<file path="config.mk">
export PLATFORM = sky130hd
export DESIGN_NAME = aqfp_excite_gen
export DESIGN_NICKNAME = d
export VERILOG_FILES = /design/src/rtl/aqfp_excite_pkg.sv /design/src/rtl/aqfp_phase_slice.sv /design/src/rtl/aqfp_excite_gen.sv
export SDC_FILE = /design/constraint.sdc
export NUM_CORES = 1
export LEC_CHECK = 0
export BUFFER_PORTS_ARGS = -buffer_cell sky130_fd_sc_hd__buf_2
export CELL_PAD_IN_SITES_DETAIL_PLACEMENT = 2
export CELL_PAD_IN_SITES_GLOBAL_PLACEMENT = 2
export CORE_MARGIN = 2
export CORE_UTILIZATION = 39
export CTS_CLUSTER_DIAMETER = 200
export DETAILED_ROUTE_END_ITERATION = 10
export PLACE_DENSITY_LB_ADDON = 0.1
export SKIP_LAST_GASP = 1
export SYNTH_ARGS = -nofsm -noshare
export SYNTH_HDL_FRONTEND = slang
export SYNTH_SLANG_ARGS = --single-unit
</file>
<file path="constraint.sdc">
create_clock -name clock -period 4.7 [get_ports clock]
set_clock_uncertainty 0.05 [all_clocks]
set_input_delay 0.94 -clock clock [delete_from_list [all_inputs] [get_ports clock]]
set_output_delay 0.94 -clock clock [all_outputs]
set_load 0.02 [all_outputs]
</file>
<file path="src/rtl/aqfp_excite_pkg.sv">
// Shared configuration, state encoding and phase-offset helper for the AQFP
// excitation generator.
package aqfp_excite_pkg;

  localparam int NPHASE = 4;
  localparam int DIV    = 2;
  localparam int WARMUP = 8;
  localparam int CW     = 16;

  localparam int P      = NPHASE * DIV;
  localparam int HALF_P = P / 2;

  // Widths of the period tick and the warm-up/drain counter.
  localparam int TW = (P > 1) ? $clog2(P) : 1;
  localparam int WW = (WARMUP > 1) ? $clog2(WARMUP) : 1;

  typedef enum logic [1:0] {
    IDLE,
    DC_SETTLE,
    RUN,
    DRAIN
  } state_t;

  function automatic int phase_offset(input int k);
    return k * DIV;
  endfunction

endpackage

</file>
<file path="src/rtl/aqfp_phase_slice.sv">
// One excitation phase: sticky enable plus the mod-P half-period compare,
// evaluated on next-cycle values so the phase output is registered.
module aqfp_phase_slice
  import aqfp_excite_pkg::*;
#(
  parameter int OFFSET = 0
) (
  input  logic          clock,
  input  logic          reset,
  input  logic          run_next,
  input  logic [TW-1:0] t_next,
  output logic          xphase
);

  localparam int TW1 = TW + 1;
  localparam logic [TW:0] OFF_W  = TW1'(OFFSET);
  localparam logic [TW:0] P_W    = TW1'(P);
  localparam logic [TW:0] HALF_W = TW1'(HALF_P);

  logic          en_q;
  logic          en_n;
  logic          x_n;
  logic [TW:0]   t_ext;
  logic [TW:0]   diff;

  // The enable latches the first time the tick reaches this phase's offset and
  // is dropped as soon as the burst leaves RUN.
  always_comb begin
    t_ext = {1'b0, t_next};
    diff  = (t_ext >= OFF_W) ? (t_ext - OFF_W) : (t_ext + P_W - OFF_W);
    en_n  = run_next && (en_q || (t_ext == OFF_W));
    x_n   = en_n && (diff < HALF_W);
  end

  always_ff @(posedge clock or posedge reset) begin
    if (reset) begin
      en_q   <= 1'b0;
      xphase <= 1'b0;
    end else begin
      en_q   <= en_n;
      xphase <= x_n;
    end
  end

endmodule

</file>
<file path="src/rtl/aqfp_excite_gen.sv">
// Sequencer for AQFP bias: DC settle, a burst of multi-phase AC excitation
// periods with a per-period sample strobe, then a DC-only drain.
module aqfp_excite_gen
  import aqfp_excite_pkg::*;
(
  input  logic              clock,
  input  logic              reset,
  input  logic              start,
  input  logic              stop,
  input  logic [CW-1:0]     burst_len,
  output logic              dc_en,
  output logic [NPHASE-1:0] xphase,
  output logic              sample_strobe,
  output logic [CW-1:0]     cycle_cnt,
  output logic              busy,
  output logic              done
);

  localparam logic [TW-1:0] T_LAST = TW'(P - 1);
  localparam logic [WW-1:0] W_LAST = WW'(WARMUP - 1);

  state_t        state;
  state_t        state_n;
  logic [TW-1:0] tick;
  logic [TW-1:0] tick_n;
  logic [WW-1:0] wcnt;
  logic [WW-1:0] wcnt_n;
  logic [CW-1:0] blen;
  logic [CW-1:0] blen_n;
  logic [CW-1:0] cnt_n;
  logic [CW-1:0] cnt_inc;
  logic          stop_pend;
  logic          stop_n;
  logic          done_n;
  logic          run_next;

  always_ff @(posedge clock or posedge reset) begin
    if (reset) begin
      state     <= IDLE;
      tick      <= '0;
      wcnt      <= '0;
      blen      <= '0;
      stop_pend <= 1'b0;
      cycle_cnt <= '0;
      done      <= 1'b0;
    end else begin
      state     <= state_n;
      tick      <= tick_n;
      wcnt      <= wcnt_n;
      blen      <= blen_n;
      stop_pend <= stop_n;
      cycle_cnt <= cnt_n;
      done      <= done_n;
    end
  end

  always_comb begin
    state_n = state;
    tick_n  = tick;
    wcnt_n  = wcnt;
    blen_n  = blen;
    stop_n  = stop_pend;
    cnt_n   = cycle_cnt;
    done_n  = 1'b0;
    cnt_inc = (&cycle_cnt) ? cycle_cnt : (cycle_cnt + 1'b1);

    case (state)
      IDLE: begin
        if (start && !stop) begin
          state_n = DC_SETTLE;
          blen_n  = burst_len;
          cnt_n   = '0;
          wcnt_n  = '0;
          stop_n  = 1'b0;
        end
      end
      DC_SETTLE: begin
        if (stop) begin
          state_n = DRAIN;
          wcnt_n  = '0;
        end else if (wcnt == W_LAST) begin
          state_n = RUN;
          tick_n  = '0;
        end else begin
          wcnt_n = wcnt + 1'b1;
        end
      end
      RUN: begin
        if (stop) begin
          stop_n = 1'b1;
        end
        // Periods always complete; stop and burst end are only honoured at the wrap.
        if (tick == T_LAST) begin
          cnt_n  = cnt_inc;
          tick_n = '0;
          if (stop || stop_pend || ((blen != '0) && (cnt_inc == blen))) begin
            state_n = DRAIN;
            wcnt_n  = '0;
            stop_n  = 1'b0;
          end
        end else begin
          tick_n = tick + 1'b1;
        end
      end
      DRAIN: begin
        if (wcnt == W_LAST) begin
          state_n = IDLE;
          done_n  = 1'b1;
        end else begin
          wcnt_n = wcnt + 1'b1;
        end
      end
      default: begin
        state_n = IDLE;
      end
    endcase
  end

  assign run_next      = (state_n == RUN);
  assign busy          = (state != IDLE);
  assign dc_en         = (state != IDLE);
  assign sample_strobe = (state == RUN) && (tick == T_LAST);

  for (genvar k = 0; k < NPHASE; k++) begin : g_phase
    aqfp_phase_slice #(
      .OFFSET(phase_offset(k))
    ) u_slice (
      .clock    (clock),
      .reset    (reset),
      .run_next (run_next),
      .t_next   (tick_n),
      .xphase   (xphase[k])
    );
  end

endmodule

</file>
==> results of run 1 <==
[sequential cells by signal (all words and copies together) (netlist names)]
| signal | count |
|---|---|
| blen | 16 |
| cycle_cnt | 16 |
| g_phase.u_slice.en_q | 4 |
| g_phase.u_slice.xphase | 4 |
| tick | 3 |
| wcnt | 3 |
| state | 2 |
| done | 1 |
| stop_pend | 1 |
[cells in the final DEF (no fill, tap or decap), drive strengths merged, types with 3 or more instances in the layout]
cell type  count
a21o           3
a21oi         16
a22o           4
a32o           3
and2           3
and3           3
and4           4
buf           46
clkbuf         5
dfrtp         50
ha             9
inv           17
mux2          17
nand2         36
nand3         15
nand4          8
nor2          17
nor3          11
nor4           7
o211ai         3
o21ai         17
o2bb2ai        3
o31ai          7
xnor2         14
xor2           6
[layer usage]
layer  track usage  wire [um]  vias up
met5             0          0        -
met4       0.05515        120        0
met3       0.02740        198        9
met2        0.3999       4850       32
met1        0.2832       3949     1367
li1              -          -     1231
[layout make-up]
cell class / count / area [um2]
clock inverter: 3 / 26.28
sequential: 50 / 1251
timing repair buffer: 46 / 237.7
clock buffer: 5 / 68.82
tap: 102 / 127.6
inverter: 14 / 52.55
multi-input combinational: 237 / 1704
fill: 862 / 4259
[worst max-delay path: cells and delay by family, from the launching register on]
kind	cells	cell delay (ns)
fa+ha+maj	1	0.44
compound gates	5	1.23
simple gates	3	0.96
flops	1	0.48
[through the flow]
stage	util	cell area (um2)	setup WS, ns
after floorplan	-	3114	1.789
after global placement	0.4365	3373	1.525
after detailed placement	0.4365	3373	1.397
after CTS	0.4488	3468	1.389
after global routing	0.4488	3468	1.201
final	0.4488	3468	1.396
[cells by family after synthesis]
group           count (synthesis)
compound gates                 80
xor+xnor                       20
fa+ha+maj                       9
buf+inv                        34
flops                          50
mux                            19
simple gates                  109
[report_power, final]
group	total [mW]	internal, mW	switching (mW)
Clock	0.274	0.111	0.163
Sequential	0.650	0.528	0.122
Combinational	0.584	0.255	0.329
[worst paths after layout]
kind | end | from | slack [ns] | depth (start not counted)
worst max-delay path | g_phase[2].u_slice.xphase | cycle_cnt[1] | 1.40 | 9
worst min-delay path | stop_pend | stop_pend | 0.49 | 2
worst max register to register | g_phase[2].u_slice.xphase | cycle_cnt[1] | 1.40 | 9
worst min register to register | stop_pend | stop_pend | 0.49 | 2
max in group asynchronous | blen[14] | reset | 3.10 | 2
min in group asynchronous | g_phase[2].u_slice.en_q | reset | 0.83 | 2
==> results.yml, run 1 <==
cts:
  cts.clk_slew.worst_paths_ns: 0.11
  clock_latency_ns: 0.31
  clockRootBuffer: "clkbuf_8"
  cts_tree: "yes"
  hold_buffers: 0
  post_cts_buffers: 0
  post_cts_resized: 0
  clk_path_buf_depth: 2
  cts_made_buffers: 5
  htree_levels: 2
  numClockSinks: 50
synthesis:
  synth_edf_count: 0
  syn_avg_cell_area_um2: 9.702
  synthFlopType: "dfrtp_1"
  synthMuxAreaShare: 0.06790
  synth_compound_area_frac: 0.1969
  synth_seq_cells: 50
  synthTopCellsByCount: "50 x dfrtp_1, 36 x nand2_1, 17 x mux2_2, 17 x nor2_1, 17 x o21ai_0"
  netlist_instances: 321
  synth.most_common_cell: "dfrtp_1"
  yosys_warnings: 0
  synth_top_family_by_area: "compound AO/OA/AOI/OAI gates"
  async_reset_ff_frac: 1.000
  synth_area_leaders: "dfrtp_1 40%, mux2_2 6.1%, nand2_1 4.3%"
  synth_area_um2: 3114
  synth-xor-area-share: 0.05625
  post-synth-top-area-fraction: 0.4018
  ys_types: 55
  synthSimpleGateAreaFrac: 0.1900
  synth_nets: 350
  synth-adder-area-share: 0.03616
  yosysTopAreaCell: "dfrtp_1"
  synth_seq_area_share: 0.4018
setup_path:
  cp_cell_sequence: "ha_1 > nand4_4 > or4_4 > a211o_1 > a31oi_2 > a2bb2oi_2 > a41oi_4 > a21oi_4 > nor3_1"
  crit_fanout: 12
  cp-end-kind: "flip-flop"
  cpPeakStageDelay_ns: 0.68
  arrival_ns: 3.45
  slowest_stage: "or4_4"
  cp-start-kind: "flip-flop"
  cp.required_ns: 4.84
  critPathKind: "flip-flop to flip-flop"
run:
  maxCapViolCount: 0
global_route:
  antenna_found_initial: 0
  grt_util_all_layers: 0.2227
  grt_max_degree: 51
  grt_pass1_wl_um: 15040
  grt_pass1_vias: 2791
  gr-total-overflow: 0
floorplan:
  core_area_um2: 7727
  ios: 44
  initial_utilization: 0.4030
  dieArea_um2: 8716
  die_y_um: 93.36
  rows: 32
  chipWidth_um: 93.36
sta:
  hold_violations: 0
  whs_ns: 0.4857
  setup_tns_ns: 0
  rsz0062_at_grt: "no"
  fmax_ghz: 0.3026
  slew_headroom: 0.2914
  worst_pin_slew_ns: 1.063
  setup_viol: 0
  period_minus_slack_ns: 3.304
  fin_crit_sh: 0.7030
  maxSlewViolCount: 0
final_layout:
  fin_cells: 457
  syn2layout_area_growth_pct: 11.37
  drive_above_1_share: 0.2451
  num_antenna_cells: 0
  fin_nets: 383
place:
  dp_hpwl_um: 7001
  dp_cells: 449
  gp_congestion: 0.8554
  numPortBuffers: 43
power:
  finalPower_mw: 1.508
  peakVddDrop_mv: 0.2060
  p_per_area_nw_per_um2: 434.8
  leakagePower_nw: 1.549
hold_path:
  hold_class: "flip-flop to flip-flop"
drt:
  vias: 2639
  via_per_inst: 5.775
  wire_per_inst_um: 19.95
  drtAntennaViolNets: 0
  dr.pass1.iters: 4
  wirelength_um: 9118
  route.detailed.drc: 0
  drt_iter0_markers: 66
outcome:
  outcome: "finished clean"
No activity file was read; power rests on OpenSTA's default activity.
==> inputs of run 2 (changes only) <==
- CORE_UTILIZATION: 39 -> 33
- clock period: 4.7 -> 2.69 ns (I/O delays scaled with it)
==> results.yml, run 2 (same netlist as run 1, synthesis figures left out) <==
global_route:
  grt_max_degree: 27
  grt_pass1_vias: 3038
  grt_pass1_wl_um: 16260
  grt_util_all_layers: 0.2055
  gr-total-overflow: 0
  antenna_found_initial: 0
setup_path:
  arrival_ns: 2.82
  cp-start-kind: "flip-flop"
  crit_fanout: 5
  cp-end-kind: "flip-flop"
  cp.required_ns: 2.84
  critPathKind: "flip-flop to flip-flop"
drt:
  drt_iter0_markers: 43
  drtAntennaViolNets: 0
  via_per_inst: 5.546
  dr.pass1.iters: 4
  route.detailed.drc: 0
  wire_per_inst_um: 20.42
  vias: 2873
  wirelength_um: 10580
floorplan:
  die_y_um: 101.1
  ios: 44
  rows: 35
  initial_utilization: 0.3386
  dieArea_um2: 10230
  core_area_um2: 9196
  chipWidth_um: 101.1
place:
  pre_cts_slack_ns: -0.1660
  gp_congestion: 0.8591
  numPortBuffers: 43
  dp_cells: 496
  place_area_um2: 3672
  dp_hpwl_um: 7694
sta:
  rsz0062_at_grt: "yes"
  worst_pin_slew_ns: 0.5938
  fmax_ghz: 0.3753
  period_minus_slack_ns: 2.664
  whs_ns: 0.2209
  hold_violations: 0
  maxSlewViolCount: 0
  slew_headroom: 0.6041
  setup_tns_ns: 0
  fin_crit_sh: 0.9905
  setup_viol: 0
  timing.final.ws_setup_ns: 0.02563
final_layout:
  layout_commonest_cell: "buf_4"
  mostFrequentLayoutCells: "49 x buf_4, 43 x dfrtp_1, 43 x buf_2"
  filler_cell_count: 992
  fin_nets: 435
  fin_util: 0.4456
  stdcell_area_um2: 4098
  num_antenna_cells: 0
  seqCellArea_um2: 1260
  reg_top3: "blen (16), cycle_cnt (16)"
  drive_above_1_share: 0.4103
  fin_cells: 518
  multi_input_area_um2: 1877
  syn2layout_area_growth_pct: 31.58
cts:
  htree_levels: 2
  clock_latency_ns: 0.31
  cts.clk_slew.worst_paths_ns: 0.10
  clk_path_buf_depth: 2
  cts_tree: "yes"
  hold_buffers: 0
  numClockSinks: 50
  clockRootBuffer: "clkbuf_8"
  cts_made_buffers: 5
power:
  leakagePower_nw: 1.851
  power_frac_clock: 0.195
  seqPwrFrac: 0.399
  p_per_area_nw_per_um2: 695.3
  pwr-share-comb: 0.406
  power.switching_mw: 1.152
  internal_power_mw: 1.697
  finalPower_mw: 2.849
  switching_share: 0.4043
  peakVddDrop_mv: 0.4760
run:
  maxCapViolCount: 0
hold_path:
  hold_class: "primary input to async pin"
outcome:
  outcome: "finished clean"
## run 2: cell types whose count changed in the layout (fill, tap and decap cells not counted), moves of 3 or more
cell     before  now
dfrtp_2       0    7
buf_6         0    3
buf_4         3   49
dfrtp_1      50   43
## run 2: cell type report
class	instances	area share
inverter	14	0.01282
tap	111	0.03389
multi-input combinational	238	0.4580
clock inverter	3	0.01069
sequential	50	0.3075
clock buffer	5	0.01679
timing repair buffer	97	0.1603
## run 2: worst paths after layout
kind	depth (start not counted)	slack [ns]	from	end
worst max-delay path	9	0.03	cycle_cnt[7]	g_phase[1].u_slice.xphase
worst min-delay path	2	0.22	reset	blen[7]
worst max register to register	9	0.03	cycle_cnt[7]	g_phase[1].u_slice.xphase
worst min register to register	2	0.49	g_phase[2].u_slice.en_q	g_phase[2].u_slice.en_q
max in group asynchronous	3	1.73	reset	cycle_cnt[12]
min in group clock	2	0.40	burst_len[9]	blen[9]
## run 2: timing repair
action                                  CTS  global route
endpoints found under the hold margin     0             0
cloned                                    1             0
setup buffers                             4             9
endpoints found under the setup margin   12            12
resized for setup                        19            22
pin swaps                                11            11
## run 2: metal layers
| layer | routed length [um] | track usage |
|---|---|---|
| met1 | 4521 | 0.2528 |
| met4 | 84 | 0.03950 |
| met5 | 0 | 0 |
| met2 | 5760 | 0.3861 |
| met3 | 210 | 0.02484 |
## run 2: critical path, stage by stage, from the launching register on
cell and delay [ns]:
dfrtp_1 0.44, and4_1 0.36, nand4_4 0.13, o21a_1 0.20, o31a_1 0.31, a2111oi_4 0.41
a41oi_4 0.17, buf_12 0.18, a21oi_4 0.21, nor3_1 0.08
## run 2: power by group through the flow
stage	logic (mW)	registers [mW]	clock network, mW
2_1_floorplan	0.816	1.07	0
3_3_place_gp	1.00	1.14	0
3_5_place_dp	1.05	1.15	0
4_1_cts	1.11	1.14	0.577
5_1_grt	1.28	1.17	0.604
6_report	1.16	1.14	0.554
